### config.mk
export PLATFORM = sky130hd
export DESIGN_NAME = control_pipelined_flat
export DESIGN_NICKNAME = d
export VERILOG_FILES = /design/src/rtl/control_pipelined_if.sv /design/src/rtl/control_pipelined.sv /design/src/flat_wrapper.sv
export SDC_FILE = /design/constraint.sdc
export NUM_CORES = 1
export LEC_CHECK = 0
export BUFFER_PORTS_ARGS = -buffer_cell sky130_fd_sc_hd__buf_4
export CAP_MARGIN = 20
export CORE_MARGIN = 10
export CORE_UTILIZATION = 50
export CTS_CLUSTER_DIAMETER = 40
export DETAILED_ROUTE_END_ITERATION = 16
export PLACE_DENSITY = 0.78
export SLEW_MARGIN = 20
export SYNTH_ARGS = -nofsm -noshare
export SYNTH_HDL_FRONTEND = slang
export SYNTH_SLANG_ARGS = --single-unit
export TNS_END_PERCENT = 100
### constraint.sdc
create_clock -name clk -period 6.2 [get_ports clk]
set_input_delay 1.24 -clock clk [delete_from_list [all_inputs] [get_ports clk]]
set_output_delay 1.24 -clock clk [all_outputs]
set_load 0.05 [all_outputs]
### src/rtl/control_pipelined_if.sv
// ----------------------------------------------------------------------------
// control_pipelined_if
// Purpose : bundles the ID-stage inputs and the per-stage control outputs of
//           the pipelined MIPS control unit into one interface.
// Modports:
//   master - the pipeline side (IF/ID register, branch unit, datapath muxes).
//            It drives op_id/rs_id/rt_id/flush and consumes the control outputs.
//   slave  - the control unit itself.
// Signals:
//   op_id, rs_id, rt_id  instruction fields currently in ID
//   flush                taken branch/jump resolved in MEM
//   id_extendselect      ID immediate extension select (1 = zero-extend)
//   stall                hold PC and IF/ID
//   ex_*                 ID/EX register contents
//   mem_*                EX/MEM register contents
//   wb_*                 MEM/WB register contents
//   illegal_op           registered one-cycle pulse for an unknown opcode
// ----------------------------------------------------------------------------
interface control_pipelined_if #(
    parameter int OP_W    = 6,
    parameter int ALUOP_W = 2,
    parameter int REG_AW  = 5
);
    logic [OP_W-1:0]    op_id;
    logic [REG_AW-1:0]  rs_id;
    logic [REG_AW-1:0]  rt_id;
    logic               flush;
    logic               id_extendselect;
    logic               stall;
    logic               ex_regdst;
    logic               ex_alusrc;
    logic [ALUOP_W-1:0] ex_aluop;
    logic [REG_AW-1:0]  ex_rt;
    logic               ex_maddu_busy;
    logic               mem_branch;
    logic               mem_jump;
    logic               mem_memread;
    logic               mem_memwrite;
    logic               wb_regwrite;
    logic               wb_memtoreg;
    logic               illegal_op;

    modport master (
        output op_id, rs_id, rt_id, flush,
        input  id_extendselect, stall,
        input  ex_regdst, ex_alusrc, ex_aluop, ex_rt, ex_maddu_busy,
        input  mem_branch, mem_jump, mem_memread, mem_memwrite,
        input  wb_regwrite, wb_memtoreg, illegal_op
    );

    modport slave (
        input  op_id, rs_id, rt_id, flush,
        output id_extendselect, stall,
        output ex_regdst, ex_alusrc, ex_aluop, ex_rt, ex_maddu_busy,
        output mem_branch, mem_jump, mem_memread, mem_memwrite,
        output wb_regwrite, wb_memtoreg, illegal_op
    );
endinterface

### src/rtl/control_pipelined.sv
// ----------------------------------------------------------------------------
// control_pipelined
// Purpose : pipelined MIPS control decoder. Decodes the opcode in ID, carries
//           the control bundle through ID/EX, EX/MEM and MEM/WB, detects
//           load-use hazards, holds EX for the multi-cycle maddu and squashes
//           the young stages on a taken branch/jump.
// Ports   :
//   clk    rising-edge clock
//   rst_n  asynchronous active-low reset
//   bus    control_pipelined_if.slave (ID inputs, flush, all stage controls)
// ----------------------------------------------------------------------------
module control_pipelined #(
    parameter int OP_W         = 6,
    parameter int ALUOP_W      = 2,
    parameter int REG_AW       = 5,
    parameter int MADDU_CYCLES = 4
) (
    input  logic                clk,
    input  logic                rst_n,
    control_pipelined_if.slave  bus
);

    localparam int CNT_W = (MADDU_CYCLES > 1) ? $clog2(MADDU_CYCLES) : 1;

    localparam logic [OP_W-1:0] OP_R     = OP_W'(0);
    localparam logic [OP_W-1:0] OP_J     = OP_W'(2);
    localparam logic [OP_W-1:0] OP_BEQ   = OP_W'(4);
    localparam logic [OP_W-1:0] OP_ADDIU = OP_W'(9);
    localparam logic [OP_W-1:0] OP_MADDU = OP_W'(28);
    localparam logic [OP_W-1:0] OP_LW    = OP_W'(35);
    localparam logic [OP_W-1:0] OP_SW    = OP_W'(43);

    // Control bundle carried from ID into ID/EX
    typedef struct packed {
        logic               regdst;
        logic               alusrc;
        logic [ALUOP_W-1:0] aluop;
        logic               branch;
        logic               jump;
        logic               memread;
        logic               memwrite;
        logic               regwrite;
        logic               memtoreg;
    } idex_ctrl_t;

    typedef struct packed {
        logic branch;
        logic jump;
        logic memread;
        logic memwrite;
        logic regwrite;
        logic memtoreg;
    } exmem_ctrl_t;

    typedef struct packed {
        logic regwrite;
        logic memtoreg;
    } memwb_ctrl_t;

    idex_ctrl_t  id_ctrl;
    logic        id_ext;
    logic        id_legal;
    logic        id_uses_rt;
    logic        id_is_maddu;

    idex_ctrl_t         idex_q, idex_d;
    logic [REG_AW-1:0]  ex_rt_q, ex_rt_d;
    logic [CNT_W-1:0]   cnt_q, cnt_d;
    exmem_ctrl_t        exmem_q, exmem_d;
    memwb_ctrl_t        memwb_q, memwb_d;
    logic               illegal_q, illegal_d;

    logic maddu_busy;
    logic load_use;
    logic stall;

    // ID decode. An unknown opcode decodes to an all-zero bundle so it travels
    // down the pipe as a bubble; id_uses_rt marks opcodes that read rt as a
    // source register (the ones that can suffer a load-use on rt).
    always_comb begin
        id_ctrl     = '0;
        id_ext      = 1'b0;
        id_legal    = 1'b1;
        id_uses_rt  = 1'b0;
        id_is_maddu = 1'b0;
        case (bus.op_id)
            OP_R: begin
                id_ctrl.regdst   = 1'b1;
                id_ctrl.aluop    = ALUOP_W'(2);
                id_ctrl.regwrite = 1'b1;
                id_ctrl.memtoreg = 1'b1;
                id_ext           = 1'b1;
                id_uses_rt       = 1'b1;
            end
            OP_LW: begin
                id_ctrl.alusrc   = 1'b1;
                id_ctrl.memread  = 1'b1;
                id_ctrl.regwrite = 1'b1;
            end
            OP_SW: begin
                id_ctrl.alusrc   = 1'b1;
                id_ctrl.memwrite = 1'b1;
                id_uses_rt       = 1'b1;
            end
            OP_BEQ: begin
                id_ctrl.aluop    = ALUOP_W'(1);
                id_ctrl.branch   = 1'b1;
                id_uses_rt       = 1'b1;
            end
            OP_J: begin
                id_ctrl.aluop    = ALUOP_W'(1);
                id_ctrl.branch   = 1'b1;
                id_ctrl.jump     = 1'b1;
            end
            OP_ADDIU: begin
                id_ctrl.alusrc   = 1'b1;
                id_ctrl.regwrite = 1'b1;
            end
            OP_MADDU: begin
                id_ctrl.regdst   = 1'b1;
                id_ctrl.aluop    = ALUOP_W'(2);
                id_ctrl.memtoreg = 1'b1;
                id_ext           = 1'b1;
                id_uses_rt       = 1'b1;
                id_is_maddu      = 1'b1;
            end
            default: id_legal = 1'b0;
        endcase
    end

    // Hazard detection. Register $0 is never a real dependency. Flush wins
    // over everything, so it also masks the stall request.
    always_comb begin
        maddu_busy = (cnt_q != '0);
        load_use   = idex_q.memread && (ex_rt_q != '0) &&
                     ((ex_rt_q == bus.rs_id) ||
                      ((ex_rt_q == bus.rt_id) && id_uses_rt));
        stall      = !bus.flush && (maddu_busy || load_use);
    end

    // Next-state for the stage registers. Priority is flush, then a busy
    // maddu (ID/EX holds, EX/MEM gets a bubble), then load-use (ID/EX gets a
    // bubble). MEM/WB always advances.
    always_comb begin
        idex_d    = idex_ctrl_t'(id_ctrl);
        ex_rt_d   = id_legal ? bus.rt_id : '0;
        cnt_d     = id_is_maddu ? CNT_W'(MADDU_CYCLES - 1) : '0;
        exmem_d   = '{branch:   idex_q.branch,
                      jump:     idex_q.jump,
                      memread:  idex_q.memread,
                      memwrite: idex_q.memwrite,
                      regwrite: idex_q.regwrite,
                      memtoreg: idex_q.memtoreg};
        memwb_d   = '{regwrite: exmem_q.regwrite,
                      memtoreg: exmem_q.memtoreg};
        illegal_d = !id_legal && !bus.flush && !stall;

        if (bus.flush) begin
            idex_d  = '0;
            ex_rt_d = '0;
            cnt_d   = '0;
            exmem_d = '0;
        end else if (maddu_busy) begin
            idex_d  = idex_q;
            ex_rt_d = ex_rt_q;
            cnt_d   = cnt_q - CNT_W'(1);
            exmem_d = '0;
        end else if (load_use) begin
            idex_d  = '0;
            ex_rt_d = '0;
            cnt_d   = '0;
        end
    end

    // Stage registers, cleared asynchronously so every stage reads as a bubble
    // while reset is held.
    always_ff @(posedge clk or negedge rst_n) begin
        if (!rst_n) begin
            idex_q    <= '0;
            ex_rt_q   <= '0;
            cnt_q     <= '0;
            exmem_q   <= '0;
            memwb_q   <= '0;
            illegal_q <= 1'b0;
        end else begin
            idex_q    <= idex_d;
            ex_rt_q   <= ex_rt_d;
            cnt_q     <= cnt_d;
            exmem_q   <= exmem_d;
            memwb_q   <= memwb_d;
            illegal_q <= illegal_d;
        end
    end

    assign bus.id_extendselect = id_ext;
    assign bus.stall           = stall;
    assign bus.ex_regdst       = idex_q.regdst;
    assign bus.ex_alusrc       = idex_q.alusrc;
    assign bus.ex_aluop        = idex_q.aluop;
    assign bus.ex_rt           = ex_rt_q;
    assign bus.ex_maddu_busy   = maddu_busy;
    assign bus.mem_branch      = exmem_q.branch;
    assign bus.mem_jump        = exmem_q.jump;
    assign bus.mem_memread     = exmem_q.memread;
    assign bus.mem_memwrite    = exmem_q.memwrite;
    assign bus.wb_regwrite     = memwb_q.regwrite;
    assign bus.wb_memtoreg     = memwb_q.memtoreg;
    assign bus.illegal_op      = illegal_q;

endmodule

### src/flat_wrapper.sv
// flat-port wrapper written by rule: the top's interface ports become plain ports
module control_pipelined_flat 
#(
    parameter int OP_W         = 6,
    parameter int ALUOP_W      = 2,
    parameter int REG_AW       = 5,
    parameter int MADDU_CYCLES = 4
)
  (clk, rst_n, bus_op_id, bus_rs_id, bus_rt_id, bus_flush, bus_id_extendselect, bus_stall, bus_ex_regdst, bus_ex_alusrc, bus_ex_aluop, bus_ex_rt, bus_ex_maddu_busy, bus_mem_branch, bus_mem_jump, bus_mem_memread, bus_mem_memwrite, bus_wb_regwrite, bus_wb_memtoreg, bus_illegal_op);
  control_pipelined_if #(.OP_W(OP_W), .ALUOP_W(ALUOP_W), .REG_AW(REG_AW)) bus_i ();
  input  logic clk;
  input  logic rst_n;
  input wire logic [$bits(bus_i.op_id)-1:0] bus_op_id;
  input wire logic [$bits(bus_i.rs_id)-1:0] bus_rs_id;
  input wire logic [$bits(bus_i.rt_id)-1:0] bus_rt_id;
  input wire logic [$bits(bus_i.flush)-1:0] bus_flush;
  output wire logic [$bits(bus_i.id_extendselect)-1:0] bus_id_extendselect;
  output wire logic [$bits(bus_i.stall)-1:0] bus_stall;
  output wire logic [$bits(bus_i.ex_regdst)-1:0] bus_ex_regdst;
  output wire logic [$bits(bus_i.ex_alusrc)-1:0] bus_ex_alusrc;
  output wire logic [$bits(bus_i.ex_aluop)-1:0] bus_ex_aluop;
  output wire logic [$bits(bus_i.ex_rt)-1:0] bus_ex_rt;
  output wire logic [$bits(bus_i.ex_maddu_busy)-1:0] bus_ex_maddu_busy;
  output wire logic [$bits(bus_i.mem_branch)-1:0] bus_mem_branch;
  output wire logic [$bits(bus_i.mem_jump)-1:0] bus_mem_jump;
  output wire logic [$bits(bus_i.mem_memread)-1:0] bus_mem_memread;
  output wire logic [$bits(bus_i.mem_memwrite)-1:0] bus_mem_memwrite;
  output wire logic [$bits(bus_i.wb_regwrite)-1:0] bus_wb_regwrite;
  output wire logic [$bits(bus_i.wb_memtoreg)-1:0] bus_wb_memtoreg;
  output wire logic [$bits(bus_i.illegal_op)-1:0] bus_illegal_op;
  assign bus_i.op_id = bus_op_id;
  assign bus_i.rs_id = bus_rs_id;
  assign bus_i.rt_id = bus_rt_id;
  assign bus_i.flush = bus_flush;
  assign bus_id_extendselect = bus_i.id_extendselect;
  assign bus_stall = bus_i.stall;
  assign bus_ex_regdst = bus_i.ex_regdst;
  assign bus_ex_alusrc = bus_i.ex_alusrc;
  assign bus_ex_aluop = bus_i.ex_aluop;
  assign bus_ex_rt = bus_i.ex_rt;
  assign bus_ex_maddu_busy = bus_i.ex_maddu_busy;
  assign bus_mem_branch = bus_i.mem_branch;
  assign bus_mem_jump = bus_i.mem_jump;
  assign bus_mem_memread = bus_i.mem_memread;
  assign bus_mem_memwrite = bus_i.mem_memwrite;
  assign bus_wb_regwrite = bus_i.wb_regwrite;
  assign bus_wb_memtoreg = bus_i.wb_memtoreg;
  assign bus_illegal_op = bus_i.illegal_op;
  control_pipelined #(.OP_W(OP_W), .ALUOP_W(ALUOP_W), .REG_AW(REG_AW), .MADDU_CYCLES(MADDU_CYCLES)) u_core (.clk(clk), .rst_n(rst_n), .bus(bus_i));
endmodule
; Yosys cells after proc, flatten, opt, wreduce, memory -nomap -nowiden
; Cells that the tools add are included.
[totals]
out_inout_bits = 19
word_cells = 74
ff_bits = 26
[classes]
reduce_logical = 20
eq_ne = 9
n_mux = 24
addsub = 1
[op_table]
columns = op, n
row1 = 2-to-1 mux 10 bit, 3
row2 = 2-to-1 mux 5 bit, 4
row3 = "== test 6 bit, second input constant", 2
row4 = 2-to-1 mux 6 bit, 2
row5 = == test 5 bit, 2
row6 = 2-to-1 mux 1 bit, 10
row7 = 2-to-1 mux 2 bit, 4
row8 = OR reduction 7 bit, 1
row9 = "== test 6 x 2 -> 1 bit, second input constant", 1
row10 = "== test 6 x 3 -> 1 bit, second input constant", 1
row11 = "== test 6 x 4 -> 1 bit, second input constant", 1
row12 = "== test 6 x 5 -> 1 bit, second input constant", 1
row13 = logical AND 1 bit, 6
row14 = zero test 6 bit, 1
row15 = OR reduction 3 bit, 2
row16 = nonzero test 5 bit, 1
row17 = case mux 2 bit (2 select lines), 1
row18 = OR reduction 2 bit, 2
row19 = OR reduction 4 bit, 1
row20 = zero test 1 bit, 3
row21 = logical OR 1 bit, 2
row22 = "!= test 2 bit, second input constant", 1
row23 = nonzero test 2 bit, 1
row24 = "subtractor 2 x 1 -> 2 bit, second input constant", 1

; Logic depth before layout (Yosys ltp)
[depth]
ltp_word = 10
depth_mapped = 6
ltp_nobuf = 5

; Worst setup path after synthesis
; OpenSTA, ideal clock, no wires.
[synth_timing]
kind = input port to output port
from = in bus_op_id[1]
to = out bus_stall
path_stages = 6
setup_slack_ns = 1.753
arrival_time_ns = 3.207
required_time_ns = 4.960
path_cell_list = buf_2 -> nor3_2 -> o21ai_0 -> a2111o_1 -> a21o_1 -> a21oi_1
[synth_between]
elab_chain_len = 8
word_cells_on_any_way = 11
[synth_lines]
columns = item, line_no
row1 = "start, declared", flat_wrapper.sv:13  ; input wire logic [$bits(bus_i.op_id)-1:0] bus_op_id;
row2 = "== test 6 bit, or another cell as far along", control_pipelined.sv:86  ; case (bus.op_id)
row3 = OR reduction 4 bit (no line) *, n/a
row4 = 2-to-1 mux 1 bit *, control_pipelined.sv:86
row5 = logical AND 1 bit *, control_pipelined.sv:137  ; ((ex_rt_q == bus.rt_id) && id_uses_rt));
row6 = logical OR 1 bit *, control_pipelined.sv:136  ; ((ex_rt_q == bus.rs_id) ||
row7 = logical AND 1 bit *, control_pipelined.sv:135  ; load_use = idex_q.memread && (ex_rt_q != '0) &&
row8 = logical OR 1 bit *, control_pipelined.sv:138  ; stall = !bus.flush && (maddu_busy || load_use);
row9 = logical AND 1 bit *, control_pipelined.sv:138
row10 = "end, declared", flat_wrapper.sv:18  ; output wire logic [$bits(bus_i.stall)-1:0] bus_stall;
; Every way passes the cells marked *; elsewhere a longest branch is shown, timed or not.

; Worst setup path in the final report
; Same ends and word-level chain as after synthesis.

==> metrics <==
outcome finished clean; Post-DRT Antenna Nets 0; Async S/R FF share, synth 100.0%; Yosys cell types 36; cell with the most instances after synthesis dfrtp_1; DRC violations left 0; Num CTS Buffers 3; reg2reg end u_core.bus.ex_rt[2]; WHS Path Cells 0; CTS tree built; layout cells sized above 1 26.88%; Tot GR Track Use 13.04%; Final Critical Period 4152 ps; Reg2Reg Depth 5; Syn Area/Cell 9.980 µm²; hold_buf cts 0; clock-pin slew on the worst setup and hold paths 120 ps; hold crit path type reg -> reg; Root Buffer clkbuf_4; crit share post-route 66.97%; EDFF count, synth 0; actual slew at the worst max-slew pin between 600 and 700 ps; syn nets 146; Setup Buffers After CTS 0; cts repair resizes 0; later-pin clock latency in the skew report between 300 and 400 ps; DRT Pass-1 Iters 4; Worst setup EP type primary output; Avg Vias per Cell 5.984; Final Hold Viols 0; final wirelength between 3000 and 4000 µm; Yosys reg bits 24; Diodes inserted 0; Detailed Route Iter0 Violations 64; Placer Congestion 0.8043; RSZ-0062 raised after global routing false; Fillers 208; Layout area overhead 23.79%; die outline width 70.35 µm; Setup Skew between 1 and 1.5 ps; floorplan die height roughly 70 µm; min-delay src u_core.exmem_q[0]; initial core utilization 51.63%; Pwr per Cell Area 179.8 nW/µm²; Slew Limit Fails 0; Pleak 0.7443 nW; Ys Warns 0; Data arrival, critical path about 2900 ps; via count 1137; Max Root-Sink Buffers 2; area occupied by multi-input gates 626.9 µm²; RR Startpoint u_core.bus.ex_rt[0]; Post-Synthesis Cells 127; vias in the first global route 1144; DP HPWL between 2000 and 3000 µm; WP data required 4960 ps; crit-path max FO 8; die area about 4900 µm²; share of the yosys chip area belonging to registers between 40 and 50%; critical path class in -> out; total grt overflow 0; Ports 38; routed len/inst 17.29 µm; Synth area leaders dfrtp_1, xnor2_1, xor2_1; IO Port Bufs 37; Netlist Area Pre-Place 1267 µm²; H-tree depth 1; initial antenna violation count 0; FMAX 240.8 MHz; Sequential Area 600.6 µm²; Core Rows 18; Max Cap Viol 0; first-pass GRT wire length 5444 µm; core box area between 2000 and 2500 µm²; post-synth top area share 47.38%; CTS Sinks 24; Hold Path Sink u_core.bus.wb_memtoreg; Worst setup SP type input pin; Worst VDD drop around 0.10 mV; Nets approximately 180; Synth Flop Type dfrtp_1; cell taking the most area after synthesis dfrtp_1; largest net degree at the start of global routing 25; Post-Route Setup TNS 0 ps; reg-to-reg slack, setup 4070 ps; setup violators final 0; Final Util between 60% and 70%; synth cell count leaders dfrtp_1, nand2_1, nor2_1; Rel. slew slack 53.27%
[through the flow]
step / setup WS [ps] / hold slack (ps) / instance area, µm² / power (mW) / std cells
floorplan: 1753 / 331.2 / 1267 / 0.1950 / 127
global placement: 2120 / 337.6 / 1546 / 0.2161 / 187
detailed placement: 2075 / 337.9 / 1546 / 0.2178 / 187
CTS: 2059 / 366.5 / 1569 / 0.2830 / 190
global route: 1868 / 379.4 / 1569 / 0.2928 / 190
finish: 2048 / 363.1 / 1569 / 0.2821 / 190
[registers in the layout, summed over array words and instances (netlist names)]
| register | cells |
|---|---|
| u_core.bus.mem_branch | 1 |
| u_core.exmem_q | 2 |
| u_core.bus.mem_memread | 1 |
| u_core.bus.mem_jump | 1 |
| u_core.idex_q | 6 |
| u_core.bus.ex_aluop | 1 |
| u_core.bus.ex_alusrc | 1 |
| u_core.bus.illegal_op | 1 |
| u_core.bus.wb_regwrite | 1 |
| u_core.bus.mem_memwrite | 1 |
| u_core.bus.ex_rt | 5 |
| u_core.cnt_q | 2 |
| u_core.bus.wb_memtoreg | 1 |
[critical path, stage by stage]
cell,delay [ps]
buf_4,140
nor3_2,220
o21ai_0,160
a2111o_1,500
a21o_1,250
a21oi_1,180
buf_4,220
[cells by family (layout without fill, tap and decap cells)]
kind of cell | after synthesis | in the layout | synth area share (%)
AO/OA/AOI/OAI | 32 | 32 | 20.53
XOR/XNOR | 12 | 12 | 8.292
buffers and inverters | 8 | 41 | 3.158
flip-flops | 24 | 24 | 47.38
AND/OR/NAND/NOR | 51 | 51 | 20.63
[per-layer routing]
layer | track usage [%] | up-vias | wire length, µm
met5 | 0 | - | 0
met4 | 5.263 | 0 | 53
met3 | 2.684 | 4 | 188
met2 | 21.36 | 44 | 1664
met1 | 16.13 | 558 | 1380
li1 | - | 531 | -
[how the worst max path moves through the flow]
stage | startpoint | slack (ps) | to | cells past startpoint
finish | bus_op_id[1] | 2050 | bus_stall | 7
global route | bus_op_id[1] | 1870 | bus_stall | 7
CTS | bus_op_id[1] | 2060 | bus_stall | 7
detailed placement | bus_op_id[1] | 2070 | bus_stall | 7
global placement | bus_op_id[1] | 2120 | bus_stall | 7
floorplan | bus_op_id[1] | 1750 | bus_stall | 6
[area by class of cell]
cell class                      count  area share, %
Inverter                            1         0.2392
Sequential cell                    24          38.28
Multi-Input combinational cell     95          39.95
Timing Repair Buffer               37          17.70
Clock buffer                        3          1.435
Tap cell                           30          2.392
[power by group]
group / total, mW / internal [mW] / switching, mW
combinational: 0.0531 / 0.0201 / 0.0330
sequential: 0.162 / 0.159 / 0.00241
clock: 0.0673 / 0.0228 / 0.0446
[placed cells by master, fill, tap and decap left out, types with 3 or more instances in the layout]
cell	Yosys	final
a22o_1	5	5
xnor2_1	6	6
buf_4	2	37
a31oi_1	3	3
nand2_1	13	13
nor2_1	9	9
nand4_1	3	3
clkbuf_4	0	3
nor3_1	3	3
and3_1	3	3
dfrtp_1	24	24
xor2_1	6	6
a32o_1	4	4
nand3_1	5	5
a21oi_1	4	4
and2_1	7	7
Power figures use the tool's default switching activity.
